<file path="src/rtl/led_matrix_pkg.sv">
// Definitions shared between the LED matrix scan driver and the column capture block.
package led_matrix_pkg;
   localparam int NUM_COLS = 16;
   localparam int COL_W    = 16;
   localparam int FRAME_W  = NUM_COLS * COL_W;
   localparam int SEL_W    = 4;

   typedef enum logic [1:0] {
      ST_HUNT    = 2'b00,
      ST_CAPTURE = 2'b01
   } capture_state_e;
endpackage

</file>
<file path="src/rtl/led_scan_capture_if.sv">
// Column stream in, captured frame and status out.
interface led_scan_capture_if #(
   parameter int NUM_COLS = 16,
   parameter int COL_W    = 16,
   parameter int ERR_W    = 8
);
   import led_matrix_pkg::*;

   logic                      scan_en;
   logic [SEL_W-1:0]          col_sel;
   logic [COL_W-1:0]          col_data;
   logic                      clear;
   logic [NUM_COLS*COL_W-1:0] frame;
   logic                      frame_done;
   logic                      locked;
   logic                      scan_err;
   logic [ERR_W-1:0]          err_cnt;

   modport master (
      output scan_en, col_sel, col_data, clear,
      input  frame, frame_done, locked, scan_err, err_cnt
   );

   modport slave (
      input  scan_en, col_sel, col_data, clear,
      output frame, frame_done, locked, scan_err, err_cnt
   );
endinterface

</file>
<file path="src/rtl/led_scan_capture_sat_counter.sv">
// Saturating up-counter; clr wins over inc, the count sticks at all-ones.
module sat_counter #(
   parameter int W = 8
) (
   input  logic         clk,
   input  logic         rst_n,
   input  logic         inc,
   input  logic         clr,
   output logic [W-1:0] cnt
);
   logic [W-1:0] cnt_q, cnt_d;

   always_comb begin
      cnt_d = cnt_q;
      if (clr)
         cnt_d = '0;
      else if (inc && (cnt_q != '1))
         cnt_d = cnt_q + W'(1);
   end

   always_ff @(posedge clk or negedge rst_n) begin
      if (!rst_n)
         cnt_q <= '0;
      else
         cnt_q <= cnt_d;
   end

   assign cnt = cnt_q;
endmodule

</file>
<file path="src/rtl/led_scan_capture.sv">
// Reassembles full frames from the matrix column scan and flags out-of-order columns.
// state      | meaning
// ST_HUNT    | waiting for column 0 to start a frame; other columns ignored
// ST_CAPTURE | collecting columns in order; exp_q holds the next column index
module led_scan_capture #(
   parameter int NUM_COLS = led_matrix_pkg::NUM_COLS,
   parameter int COL_W    = led_matrix_pkg::COL_W,
   parameter int ERR_W    = 8
) (
   input logic               clk,
   input logic               rst_n,
   led_scan_capture_if.slave bus
);
   import led_matrix_pkg::*;

   localparam int               FRAME_BITS = NUM_COLS * COL_W;
   localparam logic [SEL_W-1:0] LAST_COL   = SEL_W'(NUM_COLS - 1);

   capture_state_e          state_q, state_d;
   logic [SEL_W-1:0]        exp_q, exp_d;
   logic [FRAME_BITS-1:0]   shadow_q, shadow_d;
   logic [FRAME_BITS-1:0]   frame_q, frame_d;
   logic                    frame_done_q, frame_done_d;
   logic                    locked_q, locked_d;
   logic                    scan_err_q, scan_err_d;
   logic                    err_inc, err_clr;

   always_comb begin
      state_d      = state_q;
      exp_d        = exp_q;
      shadow_d     = shadow_q;
      frame_d      = frame_q;
      frame_done_d = 1'b0;
      locked_d     = locked_q;
      scan_err_d   = 1'b0;
      err_inc      = 1'b0;
      err_clr      = 1'b0;

      if (bus.clear) begin
         state_d  = ST_HUNT;
         exp_d    = '0;
         locked_d = 1'b0;
         err_clr  = 1'b1;
      end else if (bus.scan_en) begin
         case (state_q)
            ST_CAPTURE: begin
               if (bus.col_sel == exp_q) begin
                  shadow_d[int'(bus.col_sel)*COL_W +: COL_W] = bus.col_data;
                  if (bus.col_sel == LAST_COL) begin
                     // last column goes straight from col_data into frame via shadow_d
                     frame_d      = shadow_d;
                     frame_done_d = 1'b1;
                     locked_d     = 1'b1;
                     exp_d        = '0;
                  end else begin
                     exp_d = exp_q + SEL_W'(1);
                  end
               end else begin
                  scan_err_d = 1'b1;
                  err_inc    = 1'b1;
                  locked_d   = 1'b0;
                  // an unexpected column 0 is still a valid frame start
                  if (bus.col_sel == '0) begin
                     shadow_d[COL_W-1:0] = bus.col_data;
                     exp_d               = SEL_W'(1);
                     state_d             = ST_CAPTURE;
                  end else begin
                     exp_d   = '0;
                     state_d = ST_HUNT;
                  end
               end
            end
            default: begin
               if (bus.col_sel == '0) begin
                  shadow_d[COL_W-1:0] = bus.col_data;
                  exp_d               = SEL_W'(1);
                  state_d             = ST_CAPTURE;
               end
            end
         endcase
      end
   end

   always_ff @(posedge clk or negedge rst_n) begin
      if (!rst_n) begin
         state_q      <= ST_HUNT;
         exp_q        <= '0;
         shadow_q     <= '0;
         frame_q      <= '0;
         frame_done_q <= 1'b0;
         locked_q     <= 1'b0;
         scan_err_q   <= 1'b0;
      end else begin
         state_q      <= state_d;
         exp_q        <= exp_d;
         shadow_q     <= shadow_d;
         frame_q      <= frame_d;
         frame_done_q <= frame_done_d;
         locked_q     <= locked_d;
         scan_err_q   <= scan_err_d;
      end
   end

   sat_counter #(.W(ERR_W)) u_err_cnt (
      .clk   (clk),
      .rst_n (rst_n),
      .inc   (err_inc),
      .clr   (err_clr),
      .cnt   (bus.err_cnt)
   );

   assign bus.frame      = frame_q;
   assign bus.frame_done = frame_done_q;
   assign bus.locked     = locked_q;
   assign bus.scan_err   = scan_err_q;
endmodule

</file>
<file path="src/flat_wrapper.sv">
// flat-port wrapper written by rule: the top's interface ports become plain ports
module led_scan_capture_flat import led_matrix_pkg::*;
#(
   parameter int NUM_COLS = led_matrix_pkg::NUM_COLS,
   parameter int COL_W    = led_matrix_pkg::COL_W,
   parameter int ERR_W    = 8
)
  (clk, rst_n, bus_scan_en, bus_col_sel, bus_col_data, bus_clear, bus_frame, bus_frame_done, bus_locked, bus_scan_err, bus_err_cnt);
  led_scan_capture_if #(.NUM_COLS(NUM_COLS), .COL_W(COL_W), .ERR_W(ERR_W)) bus_i ();
  input logic clk;
  input logic rst_n;
  input wire logic [$bits(bus_i.scan_en)-1:0] bus_scan_en;
  input wire logic [$bits(bus_i.col_sel)-1:0] bus_col_sel;
  input wire logic [$bits(bus_i.col_data)-1:0] bus_col_data;
  input wire logic [$bits(bus_i.clear)-1:0] bus_clear;
  output wire logic [$bits(bus_i.frame)-1:0] bus_frame;
  output wire logic [$bits(bus_i.frame_done)-1:0] bus_frame_done;
  output wire logic [$bits(bus_i.locked)-1:0] bus_locked;
  output wire logic [$bits(bus_i.scan_err)-1:0] bus_scan_err;
  output wire logic [$bits(bus_i.err_cnt)-1:0] bus_err_cnt;
  assign bus_i.scan_en = bus_scan_en;
  assign bus_i.col_sel = bus_col_sel;
  assign bus_i.col_data = bus_col_data;
  assign bus_i.clear = bus_clear;
  assign bus_frame = bus_i.frame;
  assign bus_frame_done = bus_i.frame_done;
  assign bus_locked = bus_i.locked;
  assign bus_scan_err = bus_i.scan_err;
  assign bus_err_cnt = bus_i.err_cnt;
  led_scan_capture #(.NUM_COLS(NUM_COLS), .COL_W(COL_W), .ERR_W(ERR_W)) u_core (.clk(clk), .rst_n(rst_n), .bus(bus_i));
endmodule
</file>
<file path="config.mk">
export PLATFORM = sky130hd
export DESIGN_NAME = led_scan_capture_flat
export DESIGN_NICKNAME = d
export VERILOG_FILES = /design/src/rtl/led_matrix_pkg.sv /design/src/rtl/led_scan_capture_if.sv /design/src/rtl/led_scan_capture_sat_counter.sv /design/src/rtl/led_scan_capture.sv /design/src/flat_wrapper.sv
export SDC_FILE = /design/constraint.sdc
export NUM_CORES = 1
export LEC_CHECK = 0
export ABC_AREA = 1
export BUFFER_PORTS_ARGS = -buffer_cell sky130_fd_sc_hd__buf_4
export CAP_MARGIN = 15
export CORE_ASPECT_RATIO = 2
export CORE_MARGIN = 1
export CORE_UTILIZATION = 45
export DETAILED_ROUTE_END_ITERATION = 8
export MAX_ROUTING_LAYER = met4
export PLACE_DENSITY = 0.62
export SYNTH_ARGS = -nofsm -noshare
export SYNTH_HDL_FRONTEND = slang
export SYNTH_SLANG_ARGS = --single-unit
</file>
<file path="constraint.sdc">
create_clock -name clk -period 3.5 [get_ports clk]
set_input_delay 0.175 -clock clk [delete_from_list [all_inputs] [get_ports clk]]
set_output_delay 0.175 -clock clk [all_outputs]
set_load 0.02 [all_outputs]
</file>
=== After elaboration in Yosys (flattened, before gate mapping) ===
Cells that the tools add are included.

* Multiply operators: 0
* Muxes and demuxes: 34
* Reductions and logical operators: 12
* Bitwise gates (word level): 1
* Magnitude comparators: 0
* Shifts and indexed selects: 2
* Equal/unequal tests: 6
* Div/mod/pow operators: 0
* Add/subtract/negate cells: 3

{| class="wikitable"
|+ Operators with widths
! operator !! count
|-
| bitwise mux 256 bit || 1
|-
| variable shift 16 x 33 -> 256 bit, first input constant || 1
|-
| variable part select 16 x 33 -> 256 bit || 1
|-
| 2-to-1 mux 16 bit || 3
|-
| negation 8 -> 33 bit || 1
|-
| 2-to-1 mux 4 bit || 6
|-
| 2-to-1 mux 1 bit || 17
|-
| 2-to-1 mux 8 bit || 2
|-
| 2-to-1 mux 2 bit || 5
|-
| adder 8 x 1 -> 8 bit, second input constant || 1
|-
| inequality test 8 bit, second input constant || 1
|-
| inequality test 3 bit, second input constant || 2
|-
| AND reduction 3 bit || 2
|-
| nonzero test 2 bit || 3
|-
| AND reduction 5 bit || 1
|-
| adder 4 x 1 -> 4 bit, second input constant || 1
|-
| == test 4 bit || 1
|-
| == test 4 bit, second input constant || 1
|-
| logical NOT 4 bit || 1
|-
| AND reduction 2 bit || 2
|-
| AND reduction 4 bit || 1
|-
| nonzero test 3 bit || 1
|-
| == test 2 x 1 -> 1 bit, second input constant || 1
|-
| logical AND 1 bit || 1
|-
| inverter 1 bit || 1
|}

* Output and inout bits: 267
* Register bits: 529
* Bits in latches: 0
* Memory bits (writable): 0
* ROM bits: 0
* Memories: 0
* Bits of input ports: 24
* Word-level logic and storage cells: 67

=== Longest topological paths before layout ===
* Depth in word-level cells: 8
* Mapped depth: 16

=== Cells and area by module ===
From an unflattened synthesis, not the netlist that was laid out.

* Cell total of the unflattened synthesis: 3,322
* Area, all modules: 24,622.4 µm²

{| class="wikitable"
|+ By module, submodules not included
! module !! area an instance (µm²) !! times used !! cells an instance
|-
| led_scan_capture || 24,078.1 || 1 || 3,248
|-
| sat_counter || 544.3 || 1 || 74
|}

=== Least setup slack after synthesis ===
No wires, ideal clock.

* Path kind: input port to flip-flop
* Start: input port bus_col_sel[0]
* End: register u_core.frame_q[56] (netlist: u_core.bus.frame[56])
* Setup time: 117 ps
* Data required time: 3,383 ps
* Arrival time: 2,112 ps
* Path slack: 1,271 ps
* Stages: 13
* Buffers on the path: 3
* Cells stage by stage: inv_2 -> buf_2 -> clkbuf_1 -> ha_1 -> inv_2 -> nand4_1 -> nor2_2 -> nand2_1 -> buf_2 -> nand2_1 -> nand2_1 -> nand2_1 -> nand2_1

* Longest elaborated chain between the ends: 3

{| class="wikitable"
|+ RTL lines
! element !! line !! RTL
|-
| start: declaration || flat_wrapper.sv:13 || <nowiki>input wire logic [$bits(bus_i.col_sel)-1:0] bus_col_sel;</nowiki>
|-
| negation 8 -> 33 bit || led_scan_capture.sv:48 || <nowiki>shadow_d[int'(bus.col_sel)*COL_W +: COL_W] = bus.col_data;</nowiki>
|-
| variable part select 16 x 33 -> 256 bit / variable shift 16 x 33 -> 256 bit (equally long branches) || led_scan_capture.sv:48 ||
|-
| bitwise mux 256 bit || led_scan_capture.sv:48 ||
|-
| end signal: assignment || led_scan_capture.sv:97 || <nowiki>frame_q <= frame_d;</nowiki>
|-
| end: declaration || led_scan_capture.sv:22 || <nowiki>logic [FRAME_BITS-1:0] frame_q, frame_d;</nowiki>
|}

Several ways; a longest one is shown, not always the timed one.
A chain may end at the register's enable or synchronous reset.

=== Final worst setup path ===
* Start: register u_core.exp_q[0]
* End: register u_core.frame_q[231] (netlist: u_core.bus.frame[231])

* Longest elaborated chain between the ends: 2

{| class="wikitable"
|+ RTL lines
! element !! line !! RTL
|-
| start: declaration || led_scan_capture.sv:20 || <nowiki>logic [SEL_W-1:0] exp_q, exp_d;</nowiki>
|-
| start signal: assignment || led_scan_capture.sv:95 || <nowiki>exp_q <= exp_d;</nowiki>
|-
| == test 4 bit || led_scan_capture.sv:47 || <nowiki>if (bus.col_sel == exp_q) begin</nowiki>
|-
| AND reduction 5 bit (no source line) || - ||
|}

No other way between the ends.

==> impl_metrics.env <==
export IMPL_routed_wl_mm=81.8
export IMPL_cts_htree_levels=2
export IMPL_synth_distinct_cells=29
export IMPL_tritoncts="yes"
export IMPL_antenna_left=0
export IMPL_yosysTopAreaCell="dfrtp_1"
export IMPL_ys_flop_type="dfrtp_1"
export IMPL_final_hold_violation_count=0
export IMPL_grt_usage=0.302
export IMPL_root_buffer="clkbuf_16"
export IMPL_die_y_um=333
export IMPL_netlist_area_mm2=0.0247
export IMPL_rsz0062_at_grt="false"
export IMPL_finalSetupViolations=0
export IMPL_worstPathArrival_ps=3180
export IMPL_grt_pass1_vias=22000
export IMPL_nets=3539
export IMPL_dpl_cell_area_mm2=0.0275
export IMPL_synth_area_leaders="dfrtp_1, nand2_1, nand3_1"
export IMPL_setup_tns_ps=0
export IMPL_vias_per_cell=5.42
export IMPL_ys_warn_count=0
export IMPL_grt_max_degree=216
export IMPL_finish_utilization=0.535
export IMPL_dp_slack_ps=494
export IMPL_drv_slew=0
export IMPL_synth_fp_nets=3333
export IMPL_syn_inst=3304
export IMPL_peakVddDrop_mv=0.363
export IMPL_port_buffers=290
export IMPL_place_congestion=0.901
export IMPL_hp_start="bus_col_sel[0]"
export IMPL_antenna_found_initial=0
export IMPL_critPathMaxFanout=113
export IMPL_drt_wirelength_per_cell_um=19.4
export IMPL_drive_gt1_frac=0.124
export IMPL_timing_hold_worst_class="input port to register"
export IMPL_drc=0
export IMPL_core_area_mm2=0.0544
export IMPL_setup_ws_ps=798
export IMPL_total_power_w=0.0124
export IMPL_critPathRequiredTime_ps=3970
export IMPL_r2r_end="u_core.bus.frame[231]$_DFFE_PN0P_"
export IMPL_synth_commonest_cells="nand2_1, dfrtp_1, nand3_1"
export IMPL_worstReg2RegStart="u_core.exp_q[0]$_DFFE_PN0P_"
export IMPL_post_cts_resized=0
export IMPL_hold_depth=5
export IMPL_clockBufferDepth=3
export IMPL_grt_ovfl_total=0
export IMPL_fin_crit_ps=2700
export IMPL_synth_area_per_cell_um2=7.48
export IMPL_area_growth_pct=17.6
export IMPL_status="finished clean"
export IMPL_drt_iter0_drc=2263
export IMPL_diodes=0
export IMPL_yosysTopAreaCellShare=0.535
export IMPL_dp_hpwl_mm=56.2
export IMPL_cts_buffers=49
export IMPL_fin_area_mm2=0.0291
export IMPL_start_kind="register"
export IMPL_num_vias=22900
export IMPL_clk_latency_ps=590
export IMPL_cts_clk_slew_worst_paths_ps=70
export IMPL_drt_pass1_iterations=8
export IMPL_io_pins=291
export IMPL_fp_row_count=121
export IMPL_die_w_um=168
export IMPL_critPathKind="register to register"
export IMPL_timing_final_crit_share=0.772
export IMPL_dieArea_mm2=0.0559
export IMPL_synth_async_reset_ratio=1.00
export IMPL_max_slew_margin=0.166
export IMPL_synth_edf_count=0
export IMPL_fmax_ghz=0.370
export IMPL_reg2regPathDepth=10
export IMPL_yosys_register_bits=528
export IMPL_grt_pass1_wl_mm=127
export IMPL_yosysSeqAreaShare=0.535
export IMPL_power_density_mw_per_mm2=427
export IMPL_maxCapViolations=0
export IMPL_p_leak_nw=16.6
export IMPL_fin_skew_ps=14.8
export IMPL_yosysMostFrequentCell="nand2_1"
export IMPL_hold_buffers=4
export IMPL_rrSetupSlack_ps=800
export IMPL_worst_slew_pin_slew_ps=1250
export IMPL_cts_sinks=528
export IMPL_start_util=0.454
export IMPL_holdPathEnd="u_core.shadow_q[123]$_DFFE_PN0P_"
export IMPL_endpoint_kind="register"
export IMPL_post_cts_buffers=0
[cell families after synthesis]
family          Yosys count  synth area share
simple gates           2204             0.360
compound gates          189            0.0388
buf+inv                 370            0.0607
xor+xnor                  8           0.00284
fa+ha+maj                 5           0.00253
flops                   528             0.535
[cell usage in the layout, fill, tap and decap left out, types with 9 or more instances in the layout]
| cell type | Yosys | layout |
|---|---|---|
| nand2_1 | 1749 | 1749 |
| dfrtp_1 | 528 | 528 |
| buf_4 | 1 | 336 |
| nand3_1 | 278 | 278 |
| o21ai_0 | 164 | 164 |
| inv_1 | 164 | 163 |
| nand4_1 | 79 | 79 |
| nor2_1 | 77 | 75 |
| clkbuf_16 | 0 | 49 |
| o21ai_1 | 15 | 15 |
| clkbuf_1 | 94 | 13 |
| buf_12 | 0 | 11 |
| clkbuf_8 | 0 | 9 |
[layer usage]
metal | share of wire | vias to the layer above | GRT usage
li1 | - | 10700 | -
met1 | 0.37 | 11000 | 0.343
met2 | 0.51 | 932 | 0.516
met3 | 0.058 | 229 | 0.0375
met4 | 0.060 | 0 | 0.165
met5 | 0 | - | -
[worst max path at each step]
stage / from / cells after the start / endpoint
3_5_place_dp: bus_col_sel[0] / 14 / u_core.shadow_q[229]$_DFFE_PN0P_
2_1_floorplan: bus_col_sel[0] / 13 / u_core.bus.frame[56]$_DFFE_PN0P_
3_3_place_gp: bus_col_sel[0] / 14 / u_core.shadow_q[239]$_DFFE_PN0P_
6_report: u_core.exp_q[0]$_DFFE_PN0P_ / 10 / u_core.bus.frame[231]$_DFFE_PN0P_
4_1_cts: u_core.exp_q[0]$_DFFE_PN0P_ / 10 / u_core.bus.frame[231]$_DFFE_PN0P_
5_1_grt: u_core.exp_q[0]$_DFFE_PN0P_ / 10 / u_core.bus.frame[231]$_DFFE_PN0P_
[flip-flops by register name, indices dropped and copies added, names as in the netlist]
signal / cells
u_core.bus.frame: 256
u_core.bus.frame_done: 1
u_core.bus.locked: 1
u_core.bus.scan_err: 1
u_core.exp_q: 4
u_core.shadow_q: 256
u_core.state_q: 1
u_core.u_err_cnt.cnt: 8
[through the flow]
| step | cells | hold WS [ps] |
|---|---|---|
| global placement | 4131 | 252 |
| CTS | 4218 | 19.2 |
| floorplan | 3304 | -121 |
| global route | 4218 | 50.1 |
| finish | 4218 | 48.7 |
| detailed placement | 4131 | 249 |
[worst max-delay path, cell delays in order (launching register included)]
cell and delay, ps:
dfrtp_1 440, inv_1 130, nand2_1 80, nand2_1 70, nor2_2 270, nand3_2 150, nor2_4 200, nand2_8 360
buf_12 410, nand2_1 190, nand2_1 70
[report_power, final]
part	internal [W]	switching, W
Sequential	0.00615	0.0000408
Clock	0.00291	0.00239
Combinational	0.000200	0.000724
Total	0.00926	0.00316
[final cells by class]
cell class	count	area, µm²
clock buffer	71	1400
tap	676	846
multi-input combinational	2406	10000
timing repair buffer	352	2800
sequential	528	13200
fill	5188	25300
inverter	173	649
clock inverter	12	119
No activity file was read; power rests on OpenSTA's default activity.
